$ cat src/rtl/cordic_vec_sched.sv
// Round-robin front end sharing one CORDIC vectoring core; folds (x,y) into quadrant I and restores the full angle.
// Accept at T, core_start at T+1, out_valid at T+2+K; one job in flight, out_ready low stalls in OUT and blocks new accepts.
module cordic_vec_sched #(
    parameter int                            DATA_WIDTH = 16,
    parameter int                            NUM_REQ    = 4,
    parameter int                            ID_WIDTH   = 2,
    parameter logic signed [DATA_WIDTH-1:0]  ANGLE_PI   = 16'sh6488
) (
    input  logic                            clk,
    input  logic                            rst_n,
    input  logic [NUM_REQ-1:0]              req_valid,
    output logic [NUM_REQ-1:0]              req_ready,
    input  logic [NUM_REQ*DATA_WIDTH-1:0]   req_x,
    input  logic [NUM_REQ*DATA_WIDTH-1:0]   req_y,
    output logic                            core_start,
    output logic [DATA_WIDTH-1:0]           core_x,
    output logic [DATA_WIDTH-1:0]           core_y,
    input  logic                            core_done,
    input  logic [DATA_WIDTH-1:0]           core_mag,
    input  logic [DATA_WIDTH-1:0]           core_angle,
    output logic                            out_valid,
    input  logic                            out_ready,
    output logic [ID_WIDTH-1:0]             out_id,
    output logic [DATA_WIDTH-1:0]           out_mag,
    output logic [DATA_WIDTH-1:0]           out_angle
);

    typedef enum logic [1:0] {IDLE, ISSUE, WAIT, OUT} state_t;

    state_t                  state, state_nxt;
    logic [ID_WIDTH-1:0]     ptr;
    logic [ID_WIDTH-1:0]     grant;
    logic [ID_WIDTH:0]       cand;
    logic                    any_req;
    logic                    sx, sy;
    logic [DATA_WIDTH-1:0]   sel_x, sel_y;
    logic [DATA_WIDTH-1:0]   angle_fix;

    // Most-negative input has no positive twin; clamp it to the largest positive value.
    function automatic logic [DATA_WIDTH-1:0] abs_sat(input logic [DATA_WIDTH-1:0] v);
        logic [DATA_WIDTH-1:0] r;
        if (!v[DATA_WIDTH-1])
            r = v;
        else if (v == {1'b1, {(DATA_WIDTH-1){1'b0}}})
            r = {1'b0, {(DATA_WIDTH-1){1'b1}}};
        else
            r = -v;
        return r;
    endfunction

    // Scan downward so the candidate closest to ptr (wrapping) wins.
    always_comb begin
        any_req = 1'b0;
        grant   = '0;
        cand    = '0;
        for (int i = NUM_REQ - 1; i >= 0; i--) begin
            cand = {1'b0, ptr} + (ID_WIDTH+1)'(i);
            if (cand >= (ID_WIDTH+1)'(NUM_REQ))
                cand = cand - (ID_WIDTH+1)'(NUM_REQ);
            if (req_valid[cand[ID_WIDTH-1:0]]) begin
                any_req = 1'b1;
                grant   = cand[ID_WIDTH-1:0];
            end
        end
    end

    assign sel_x = req_x[grant*DATA_WIDTH +: DATA_WIDTH];
    assign sel_y = req_y[grant*DATA_WIDTH +: DATA_WIDTH];

    always_ff @(posedge clk or negedge rst_n) begin
        if (!rst_n)
            state <= IDLE;
        else
            state <= state_nxt;
    end

    always_comb begin
        state_nxt  = state;
        req_ready  = '0;
        core_start = 1'b0;
        out_valid  = 1'b0;
        case (state)
            IDLE: begin
                if (any_req) begin
                    req_ready[grant] = 1'b1;
                    state_nxt        = ISSUE;
                end
            end
            ISSUE: begin
                core_start = 1'b1;
                state_nxt  = WAIT;
            end
            WAIT: begin
                if (core_done)
                    state_nxt = OUT;
            end
            OUT: begin
                out_valid = 1'b1;
                if (out_ready)
                    state_nxt = IDLE;
            end
            default: state_nxt = IDLE;
        endcase
    end

    always_comb begin
        case ({sx, sy})
            2'b00:   angle_fix = core_angle;
            2'b10:   angle_fix = ANGLE_PI - core_angle;
            2'b11:   angle_fix = core_angle - ANGLE_PI;
            default: angle_fix = -core_angle;
        endcase
    end

    // Operands are captured at accept so they are already stable when core_start fires.
    always_ff @(posedge clk or negedge rst_n) begin
        if (!rst_n) begin
            ptr       <= '0;
            core_x    <= '0;
            core_y    <= '0;
            sx        <= 1'b0;
            sy        <= 1'b0;
            out_id    <= '0;
            out_mag   <= '0;
            out_angle <= '0;
        end else begin
            if (state == IDLE && any_req) begin
                ptr    <= (grant == ID_WIDTH'(NUM_REQ - 1)) ? '0 : grant + 1'b1;
                core_x <= abs_sat(sel_x);
                core_y <= abs_sat(sel_y);
                sx     <= sel_x[DATA_WIDTH-1];
                sy     <= sel_y[DATA_WIDTH-1];
                out_id <= grant;
            end
            if (state == WAIT && core_done) begin
                out_mag   <= core_mag;
                out_angle <= angle_fix;
            end
        end
    end

endmodule

$ cat config.mk
export PLATFORM = sky130hd
export DESIGN_NAME = cordic_vec_sched
export DESIGN_NICKNAME = d
export VERILOG_FILES = /design/src/rtl/cordic_vec_sched.sv
export SDC_FILE = /design/constraint.sdc
export NUM_CORES = 1
export LEC_CHECK = 0
export CORE_ASPECT_RATIO = 1.75
export CORE_MARGIN = 5
export CORE_UTILIZATION = 30
export CTS_CLUSTER_SIZE = 28
export DETAILED_ROUTE_END_ITERATION = 10
export DONT_BUFFER_PORTS = 1
export SLEW_MARGIN = 20
export SYNTH_ARGS = -nofsm -noshare
export SYNTH_HDL_FRONTEND = slang
export SYNTH_SLANG_ARGS = --single-unit
$ cat constraint.sdc
create_clock -name clk -period 9.6 [get_ports clk]
set_clock_uncertainty 0.1 [all_clocks]
set_input_delay 1.92 -clock clk [delete_from_list [all_inputs] [get_ports clk]]
set_output_delay 1.92 -clock clk [all_outputs]
set_load 0.02 [all_outputs]
==> results of run 1 <==
[where the power goes]
| part | leakage, nW | internal [mW] | switching [mW] |
|---|---|---|---|
| logic | 1.54 | 0.457 | 0.675 |
| registers | 0.851 | 0.452 | 0.295 |
| clock network | 0.161 | 0.260 | 0.129 |
| total | 2.55 | 1.17 | 1.10 |
[worst min-delay path, cell delays in order, from the launching register on]
cell and delay [ns]:
dfrtp_1 0.40, nand2_1 0.07, o21ai_0 0.07
[metal layers]
layer | wire length (µm) | global-route usage (%) | share of wire, % | up-vias
met1 | 7000 | 19.3 | 37 | 2345
met3 | 1260 | 4.17 | 6.7 | 33
met4 | 595 | 6.62 | 3.2 | 0
li1 | - | - | - | 2392
met2 | 10000 | 31.3 | 53 | 203
met5 | 0 | 0 | 0 | -
[worst max path at each step]
stage / depth (start not counted) / startpoint / endpoint
final: 8 / req_valid[1] / req_ready[0]
after floorplan: 8 / req_valid[1] / req_ready[0]
after CTS: 8 / req_valid[1] / req_ready[0]
after detailed placement: 8 / req_valid[1] / req_ready[0]
after global placement: 8 / req_valid[1] / req_ready[0]
after global routing: 8 / req_valid[1] / req_ready[0]
[registers in the layout, summed over array words and instances, names as in the netlist]
signal,cells
out_id,2
out_angle,16
core_y,16
sy,1
sx,1
ptr,2
state,2
out_mag,16
core_x,16
[layout make-up]
class / count / share of cell area, %
antenna: 1 / 0.0414
clock buffer: 10 / 3.95
clock inverter: 5 / 1.74
inverter: 22 / 1.37
multi-input combinational: 526 / 57.2
sequential: 72 / 29.8
tap: 238 / 4.92
timing repair buffer: 8 / 0.993
[placed cells by master, fill, tap and decap left out, types with 3 or more instances in the layout]
cell and instances:
and3_1 10, a21oi_1 13, o21ai_0 58, buf_4 8
o22a_1 24, nand4_1 7, nand2b_1 8, xnor2_1 32
a31o_2 13, a22oi_1 3, a222oi_1 6, a211oi_1 20
a221oi_1 12, o21ai_1 4, and2_1 8, nand3_1 85
ha_1 20, a31oi_1 10, nand2_1 80, inv_1 21
mux2_2 18, dfrtp_1 72, clkbuf_16 9, mux2i_1 7
nor3_1 8, o31ai_1 4, nor2_1 23, bufinv_16 3
xor2_1 14, a21o_1 13
[per-stage QoR]
step           power, mW  cells  worst slack [ns]  hold WS (ns)
6_report            2.27    882              3.97         0.466
5_1_grt             2.45    882              3.86         0.510
4_1_cts             2.30    881              3.98         0.477
3_5_place_dp        1.90    866              3.98         0.463
3_3_place_gp        1.88    866              3.97         0.458
2_1_floorplan       1.62    671              4.25         0.375
[kinds of logic after synthesis]
| family | after synthesis | synth area share, % |
|---|---|---|
| multiplexers | 25 | 4.91 |
| flip-flops | 72 | 32.4 |
| adder cells (fa/ha/maj) | 20 | 4.50 |
| AND/OR/NAND/NOR | 240 | 20.7 |
| XOR/XNOR | 46 | 7.25 |
| buffers and inverters | 73 | 5.43 |
| AO/OA/AOI/OAI | 195 | 24.8 |
==> implementation parameters, run 1 <==
Parameter                              Value

Critical path
  Largest stage delay on the critical path    0.42 ns
  Arrival time at the worst endpoint    3.61 ns
  Data required time of the worst path    7.58 ns
  Depth of the worst register-to-register path    14
  Series of cell instances along the critical path    inv_1 -> o211a_1 -> nor3_4 -> buf_4 -> inv_1 -> buf_4 -> ha_1 -> and2_1
  Critical path class    input pin to primary output
  Crit end category    primary output
  Startpoint of the worst register-to-register path    ptr[1]
  Slowest library cell on the worst path    buf_4
  Reg-to-reg slack, setup    5.62 ns
  Worst Path Max Fanout    44
  Startpoint type of the worst setup path    input pin
  Buffers plus inverters on the worst setup path    4
  Endpoint of the worst register-to-register path    core_x[13]
  Largest delay contributor family on the critical path    buffers and inverters

Die
  Die area    0.0215 mm²
  Die span in y    190 µm
  Number of ports placed on the die boundary    240
  Site Rows    66
  DIE WIDTH    113 µm
  Area of the placeable core    0.0184 mm²
  Effective utilization at floorplan    30.2%

Yosys
  Number of enable-type register cells in the synthesized netlist    0
  Largest area contributor in the synthesized netlist    dfrtp_1
  Netlist area before placement    0.00556 mm²
  Ys async rst share    100%
  Number of storage elements in the synthesis netlist    72
  Most numerous cell types in the synthesized netlist    nand3_1 (85), nand2_1 (80), dfrtp_1 (72)
  Number of instances in the synthesized netlist    671
  Syn Area/Cell    8.28 µm²
  Distinct cells, synth    53
  Number of warnings reported in the yosys synthesis log    0
  Portion of synthesized cell area occupied by the leading cell type    32.4%
  Most frequently used cell type in the post-synthesis netlist    nand3_1
  Post-Syn Nets    859
  Flip-flop cell with the highest count after synthesis    dfrtp_1
  Proportion of synthesized chip area in sequential cells    32.4%
  Leading post-synthesis cells by cell area    dfrtp_1 (32%), nand3_1 (7.7%), nand2_1 (5.4%)

Clock network
  TritonCTS clock tree    yes
  Number of buffers added by the clock tree synthesis step    9
  Clock Tree Buf Depth    2
  Post-CTS Setup Inserts    0
  CTS Root Buffer Type    clkbuf_16
  CTS sink count    72
  Clock transition at path regs    0.06 ns
  CTS-repair resized insts    0
  CTS Hold Buffers Added    0
  Latest clock arrival within the worst-skew pair    0.33 ns
  H-tree lvl count    3

Hold path
  Cell count of the worst hold path    2
  Type of the tightest min-delay check    flop to flop
  Sink of the worst hold path    sy
  Worst Hold Launch    sy

STA
  Final setup TNS    0 ns
  Max-slew violation count    0
  Fin crit period    5.63 ns
  Final setup viols    0
  Measured slew at the worst slew-check pin    0.924 ns
  Count of endpoints failing hold in the final timing report    0
  Crit share post-route    58.7%
  Max Clock Freq    177 MHz
  Worst max-slew margin expressed relative to the limit    38.4%
  Unrepaired setup endpoints after global routing    no

Outcome
  Run status    finished, final reports clean

Global route
  Largest net degree at the start of global routing    73
  Wire length of the first global-routing pass    29.0 mm
  Antenna violations before repair    1
  Vias in the first global route    5133
  Total global-route track usage    17.3%
  Global route overflow    0

Layout
  Number of nets in the finished design    827
  Fraction of layout cells with a size suffix above 1    9.95%
  Layout Cell Area excl Fill    0.00605 mm²
  Footprint of the multi-input gates    0.00346 mm²
  Filler cells    1969
  Final core utilization    32.9%
  Area taken by flip-flops and latches    0.00180 mm²
  Synthesis-to-finish area growth    8.85%

Routing
  Number of vias per cell    5.64
  Wire length reported by the detailed router    18.9 mm
  Remaining routing DRC violations    0
  Count of nets left with antenna violations after detail routing    0
  Average wire per cell in the routed design    21.4 µm
  Total via count after detailed routing    4973
  TritonRoute pass-1 iters    7
  Number of design-rule violations left by the first detailed-router iteration    219

Run
  Maximum capacitance violations    0

Placed design
  # port buffers    0
  Final HPWL DP    15.1 mm
  Standard cell area after detailed placement    0.00570 mm²
  Global placer's final weighted congestion    0.880

Power
  Power density relative to cell area    375 mW/mm²
  IR drop worst, VDD    123 µV
  Static Leak    2.55 nW
(Power assumes the default switching activity.)
==> run 2, diff against run 1 <==
==> constraint.sdc (replaced) <==
create_clock -name clk -period 5.8 [get_ports clk]
set_clock_uncertainty 0.1 [all_clocks]
set_input_delay 1.16 -clock clk [delete_from_list [all_inputs] [get_ports clk]]
set_output_delay 1.16 -clock clk [all_outputs]
set_load 0.02 [all_outputs]
==> run 2 against run 1 <==
Clock-buffer cell count up 1. Worst setup slack worse by 2.6 ns. Register-to-register slack worse by 3.8 ns. Cell count up 0.11%. Power up 68%. Sequential power up 65%. Combinational power up 67%. Worst hold slack worse by 0.042 ns. Clock power up 74%. Final area up 0.29%. Non-clock buffer count unchanged. Largest cell class unchanged. Largest power group unchanged.
==> implementation parameters, run 2 (synthesis gave the netlist of run 1 again) <==
Parameter                              Value

Critical path
  Endpoint of the worst register-to-register path    core_x[3]
  Data required time of the worst path    4.54 ns (-3.04 ns)
  Startpoint type of the worst setup path    input pin
  Crit end category    primary output
  Arrival time at the worst endpoint    3.22 ns (-0.39 ns)
  Startpoint of the worst register-to-register path    ptr[1]
  Worst Path Max Fanout    28 (-36%)
  Depth of the worst register-to-register path    11 (-3)
  Critical path class    input pin to primary output
  Reg-to-reg slack, setup    1.81 ns (-3.81 ns)

Layout
  Number of nets in the finished design    827 (unchanged)
  Layout Cell Area excl Fill    0.00607 mm² (+0.29%)
  Non-filler instance count after layout    883 (+0.11%)
  Most common library cell in the layout ignoring fill and taps    nand3_1
  Fraction of layout cells with a size suffix above 1    9.78% (-0.17 points)
  Filler cells    1948 (-1.1%)
  Commonest non-fill, non-tap cells in the layout    nand3_1 (85), nand2_1 (80), dfrtp_1 (72)
  Synthesis-to-finish area growth    9.16%

STA
  Unrepaired setup endpoints after global routing    no
  Worst max-slew margin expressed relative to the limit    39.9% (+1.5 points)
  Measured slew at the worst slew-check pin    0.901 ns (-0.0224 ns)
  Crit share post-route    77.2%
  Max-slew violation count    0 (unchanged)
  Count of endpoints failing hold in the final timing report    0 (unchanged)
  Max Clock Freq    223 MHz
  Final setup TNS    0 ns (unchanged)
  Final setup viols    0 (unchanged)
  Fin crit period    4.48 ns

Global route
  Global route overflow    0 (unchanged)
  Total global-route track usage    17.3% (-0.026 points)
  Largest net degree at the start of global routing    73 (unchanged)
  Wire length of the first global-routing pass    29.2 mm (+0.67%)
  Vias in the first global route    5209 (+1.5%)
  Antenna violations before repair    1 (unchanged)

Clock network
  CTS Root Buffer Type    clkbuf_16
  CTS Hold Buffers Added    0 (unchanged)
  TritonCTS clock tree    yes
  CTS sink count    72 (unchanged)
  Clock Tree Buf Depth    2 (unchanged)
  Post-CTS Setup Inserts    0 (unchanged)
  H-tree lvl count    3 (unchanged)
  CTS-repair resized insts    0 (unchanged)
  Number of buffers added by the clock tree synthesis step    9 (unchanged)
  Latest clock arrival within the worst-skew pair    0.33 ns (about the same)
  Clock transition at path regs    0.06 ns (about the same)

Routing
  TritonRoute pass-1 iters    7 (unchanged)
  Number of design-rule violations left by the first detailed-router iteration    215 (-1.8%)
  Wire length reported by the detailed router    18.9 mm (about the same)
  Remaining routing DRC violations    0 (unchanged)
  Average wire per cell in the routed design    21.4 µm (about the same)
  Total via count after detailed routing    5022 (+0.99%)
  Number of vias per cell    5.69 (+0.87%)
  Count of nets left with antenna violations after detail routing    0 (unchanged)

Die
  Number of ports placed on the die boundary    240 (unchanged)
  Area of the placeable core    0.0184 mm² (unchanged)
  Effective utilization at floorplan    30.2% (unchanged)
  Die span in y    190 µm (unchanged)
  Site Rows    66 (unchanged)
  DIE WIDTH    113 µm (unchanged)
  Die area    0.0215 mm² (unchanged)

Placed design
  Final HPWL DP    15.2 mm (+0.80%)
  Standard cell area after detailed placement    0.00570 mm² (unchanged)
  # port buffers    0 (unchanged)
  Global placer's final weighted congestion    0.860 (-2.2%)
  Cell count after placement    866 (unchanged)

Power
  Static Leak    2.57 nW (+0.51%)
  Total design power    3.80 mW (+68%)
  IR drop worst, VDD    213 µV (+73%)
  Power density relative to cell area    626 mW/mm² (+67%)

Outcome
  Run status    finished, final reports clean

Run
  Maximum capacitance violations    0 (unchanged)

Hold path
  Type of the tightest min-delay check    input pin to asynchronous set/reset pin
## run 2: changes by cell type in the layout (fill, tap and decap cells not counted), sizes merged
| cell | delta |
|---|---|
| bufinv | +1 |
| clkbuf | +1 |
| clkinv | +1 |
| clkinvlp | -2 |
## run 2: worst max-delay path by stage
| stage | endpoint | cells past startpoint | startpoint | slack, ns |
|---|---|---|---|---|
| after floorplan | core_x[10] | 14 | req_valid[1] | 1.91 |
| after global placement | core_x[8] | 11 | req_valid[1] | 1.22 |
| after detailed placement | core_x[3] | 11 | req_valid[1] | 1.10 |
| after CTS | req_ready[0] | 7 | req_valid[1] | 1.31 |
| after global routing | core_x[7] | 11 | req_valid[1] | 1.18 |
| final | req_ready[0] | 7 | req_valid[1] | 1.32 |
## run 2: power breakdown
part	switching (mW)	internal (mW)
registers	0.482	0.748
clock network	0.213	0.465
logic	1.14	0.756
## run 2: area by class of cell
type	instances	area, µm²	area share (%)
Antenna cell	1	2.50	0.0412
Clock buffer	11	233	3.84
Clock inverter	5	129	2.12
Inverter	22	82.6	1.36
Multi-Input combinational cell	526	3460	57.0
Sequential cell	72	1800	29.7
Tap cell	238	298	4.91
Timing Repair Buffer	8	60.1	0.990
## run 2: metal layers
layer / up-vias / global-route usage [%] / share of wire (%)
met5: - / 0 / 0
met4: 0 / 6.76 / 2.8
met3: 25 / 3.66 / 7.5
met2: 215 / 31.4 / 53
met1: 2383 / 19.4 / 37
li1: 2399 / - / -
## run 2: critical path: stages
cell	delay, ns
inv_1	0.06
o211a_1	0.26
nor3_4	0.71
inv_1	0.26
buf_4	0.31
ha_1	0.22
and2_1	0.21
## run 2: per-stage QoR
step	utilization, %	worst slack, ns	hold WS (ns)
CTS	32.9	1.31	0.396
detailed placement	31.0	1.10	0.457
floorplan	-	1.91	0.375
global placement	31.0	1.22	0.453
global route	32.9	1.18	0.404
finish	32.9	1.32	0.424
==> run 3, diff against run 2 <==
==> constraint.sdc (replaced) <==
create_clock -name clk -period 3.9 [get_ports clk]
set_clock_uncertainty 0.1 [all_clocks]
set_input_delay 0.78 -clock clk [delete_from_list [all_inputs] [get_ports clk]]
set_output_delay 0.78 -clock clk [all_outputs]
set_load 0.02 [all_outputs]
==> run 3 against run 2 <==
Global-route usage increased by 0.40 points. Power is 45% higher. First-iteration DRC count grew 19%. Core utilization grew 0.19 points. Flip-flop and latch count unchanged. Critical path depth is 6 higher. Cell count rose by 1.2%. Combinational power is 54% higher. Largest cell class unchanged.
==> implementation parameters, run 3 (synthesis gave the netlist of run 1 again) <==
Parameter                              Value

Layout
  Final core utilization    33.1% (+0.19 points)
  N_diodes    0 (-1)
  Layout Cell Area excl Fill    0.00610 mm² (+0.58%)
  Most common library cell in the layout ignoring fill and taps    nand3_1
  Commonest non-fill, non-tap cells in the layout    nand3_1 (85), nand2_1 (80), dfrtp_1 (72)
  Number of nets in the finished design    839 (+1.5%)
  Fraction of layout cells with a size suffix above 1    11.7% (+2.0 points)
  Filler cells    1942 (-0.31%)
  Synthesis-to-finish area growth    9.79%
  Non-filler instance count after layout    894 (+1.2%)

Placed design
  # port buffers    0 (unchanged)
  Standard cell area after detailed placement    0.00582 mm² (+2.0%)
  Final HPWL DP    15.6 mm (+2.5%)
  Global placer's final weighted congestion    0.920 (+6.9%)
  Cell count after placement    878 (+1.4%)

Global route
  Wire length of the first global-routing pass    29.6 mm (+1.3%)
  Global route overflow    0 (unchanged)
  Vias in the first global route    5278 (+1.3%)
  Antenna violations before repair    0 (-1)
  Total global-route track usage    17.6% (+0.40 points)
  Largest net degree at the start of global routing    73 (unchanged)

STA
  Max Clock Freq    291 MHz
  Worst max-slew margin expressed relative to the limit    40.0% (+0.090 points)
  Measured slew at the worst slew-check pin    0.900 ns (-0.00135 ns)
  Max-slew violation count    0 (unchanged)
  Final setup TNS    0 ns (unchanged)
  Fin crit period    3.43 ns
  Final setup viols    0 (unchanged)
  Crit share post-route    88.0%
  Count of endpoints failing hold in the final timing report    0 (unchanged)
  Unrepaired setup endpoints after global routing    no

Clock network
  Clock Tree Buf Depth    2 (unchanged)
  CTS sink count    72 (unchanged)
  Clock transition at path regs    0.06 ns (about the same)
  Latest clock arrival within the worst-skew pair    0.34 ns (about the same)
  Post-CTS Setup Inserts    0 (unchanged)
  H-tree lvl count    3 (unchanged)
  TritonCTS clock tree    yes
  CTS-repair resized insts    0 (unchanged)
  Number of buffers added by the clock tree synthesis step    9 (unchanged)
  CTS Hold Buffers Added    0 (unchanged)
  CTS Root Buffer Type    clkbuf_16

Power
  Static Leak    2.60 nW (+1.4%)
  IR drop worst, VDD    407 µV (+91%)
  Total design power    5.52 mW (+45%)
  Power density relative to cell area    904 mW/mm² (+44%)

Critical path
  Data required time of the worst path    4.08 ns (-0.46 ns)
  Startpoint type of the worst setup path    flop
  Series of cell instances along the critical path    and2_4 -> o21a_1 -> nor3_4 -> buf_4 -> nand3_1 -> nand2_1 -> ha_1 -> nand4_1 -> a22oi_1 -> and4_1 -> nand2b_1 -> nand2_1 -> o22a_1
  Largest stage delay on the critical path    0.45 ns (-0.26 ns)
  Critical path's most frequent cell    nand2_1
  Slowest library cell on the worst path    dfrtp_1
  Crit end category    flop
  Arrival time at the worst endpoint    3.61 ns (+0.39 ns)
  Worst Path Max Fanout    21 (-25%)
  Critical path class    flop to flop

Routing
  Wire length reported by the detailed router    19.2 mm (+1.5%)
  Number of design-rule violations left by the first detailed-router iteration    255 (+19%)
  Number of vias per cell    5.74 (+0.93%)
  Count of nets left with antenna violations after detail routing    0 (unchanged)
  Remaining routing DRC violations    0 (unchanged)
  Average wire per cell in the routed design    21.4 µm (+0.23%)
  Total via count after detailed routing    5132 (+2.2%)
  TritonRoute pass-1 iters    5 (-2)

Run
  Maximum capacitance violations    0 (unchanged)

Die
  Site Rows    66 (unchanged)
  Effective utilization at floorplan    30.2% (unchanged)
  Number of ports placed on the die boundary    240 (unchanged)
  DIE WIDTH    113 µm (unchanged)
  Die span in y    190 µm (unchanged)
  Area of the placeable core    0.0184 mm² (unchanged)
  Die area    0.0215 mm² (unchanged)

Outcome
  Run status    finished, final reports clean

Hold path
  Type of the tightest min-delay check    input pin to asynchronous set/reset pin
run 3: layout make-up:
| type | instances | area [µm²] | area share [%] |
|---|---|---|---|
| clock buffer | 11 | 253 | 4.14 |
| clock inverter | 5 | 31.3 | 0.513 |
| timing repair buffer | 20 | 175 | 2.87 |
| multi-input combinational | 526 | 3460 | 56.7 |
| inverter | 22 | 82.6 | 1.35 |
| sequential | 72 | 1800 | 29.5 |
| tap | 238 | 298 | 4.88 |
run 3: layer usage:
layer,part of all wire [%],global-route usage (%)
met1,37,19.8
met3,6.1,3.47
met4,4.7,9.07
met5,0,0
met2,52,31.2
run 3: report_power, final:
group / total [mW] / leakage, nW / internal (mW) / switching [mW]
Combinational: 2.91 / 1.61 / 1.20 / 1.71
Clock: 0.778 / 0.141 / 0.463 / 0.316
Sequential: 1.83 / 0.851 / 1.11 / 0.718
run 3: final timing paths:
path,slack (ns),from,end,cells past startpoint
worst max-delay path,0.47,ptr[1],core_y[7],13
worst min-delay path,0.04,rst_n,out_mag[5],0
worst max register to register,0.47,ptr[1],core_y[7],13
worst min register to register,0.46,sy,sy,2
max in group asynchronous,3.52,rst_n,state[1],0
min in group clk,0.46,sy,sy,2
run 3: through the flow:
stage	hold WS, ns	setup slack (ns)
3_3_place_gp	0.386	0.274
2_1_floorplan	0.375	0.394
3_5_place_dp	0.386	0.178
4_1_cts	0.0159	0.494
5_1_grt	0.0129	0.192
6_report	0.0383	0.467
run 3: critical path: cells and delay by family (launching register included):
family	cells	cell delay [ns]
flops	1	0.45
buf+inv	1	0.33
simple gates	8	1.63
fa+ha+maj	1	0.20
compound gates	3	0.65
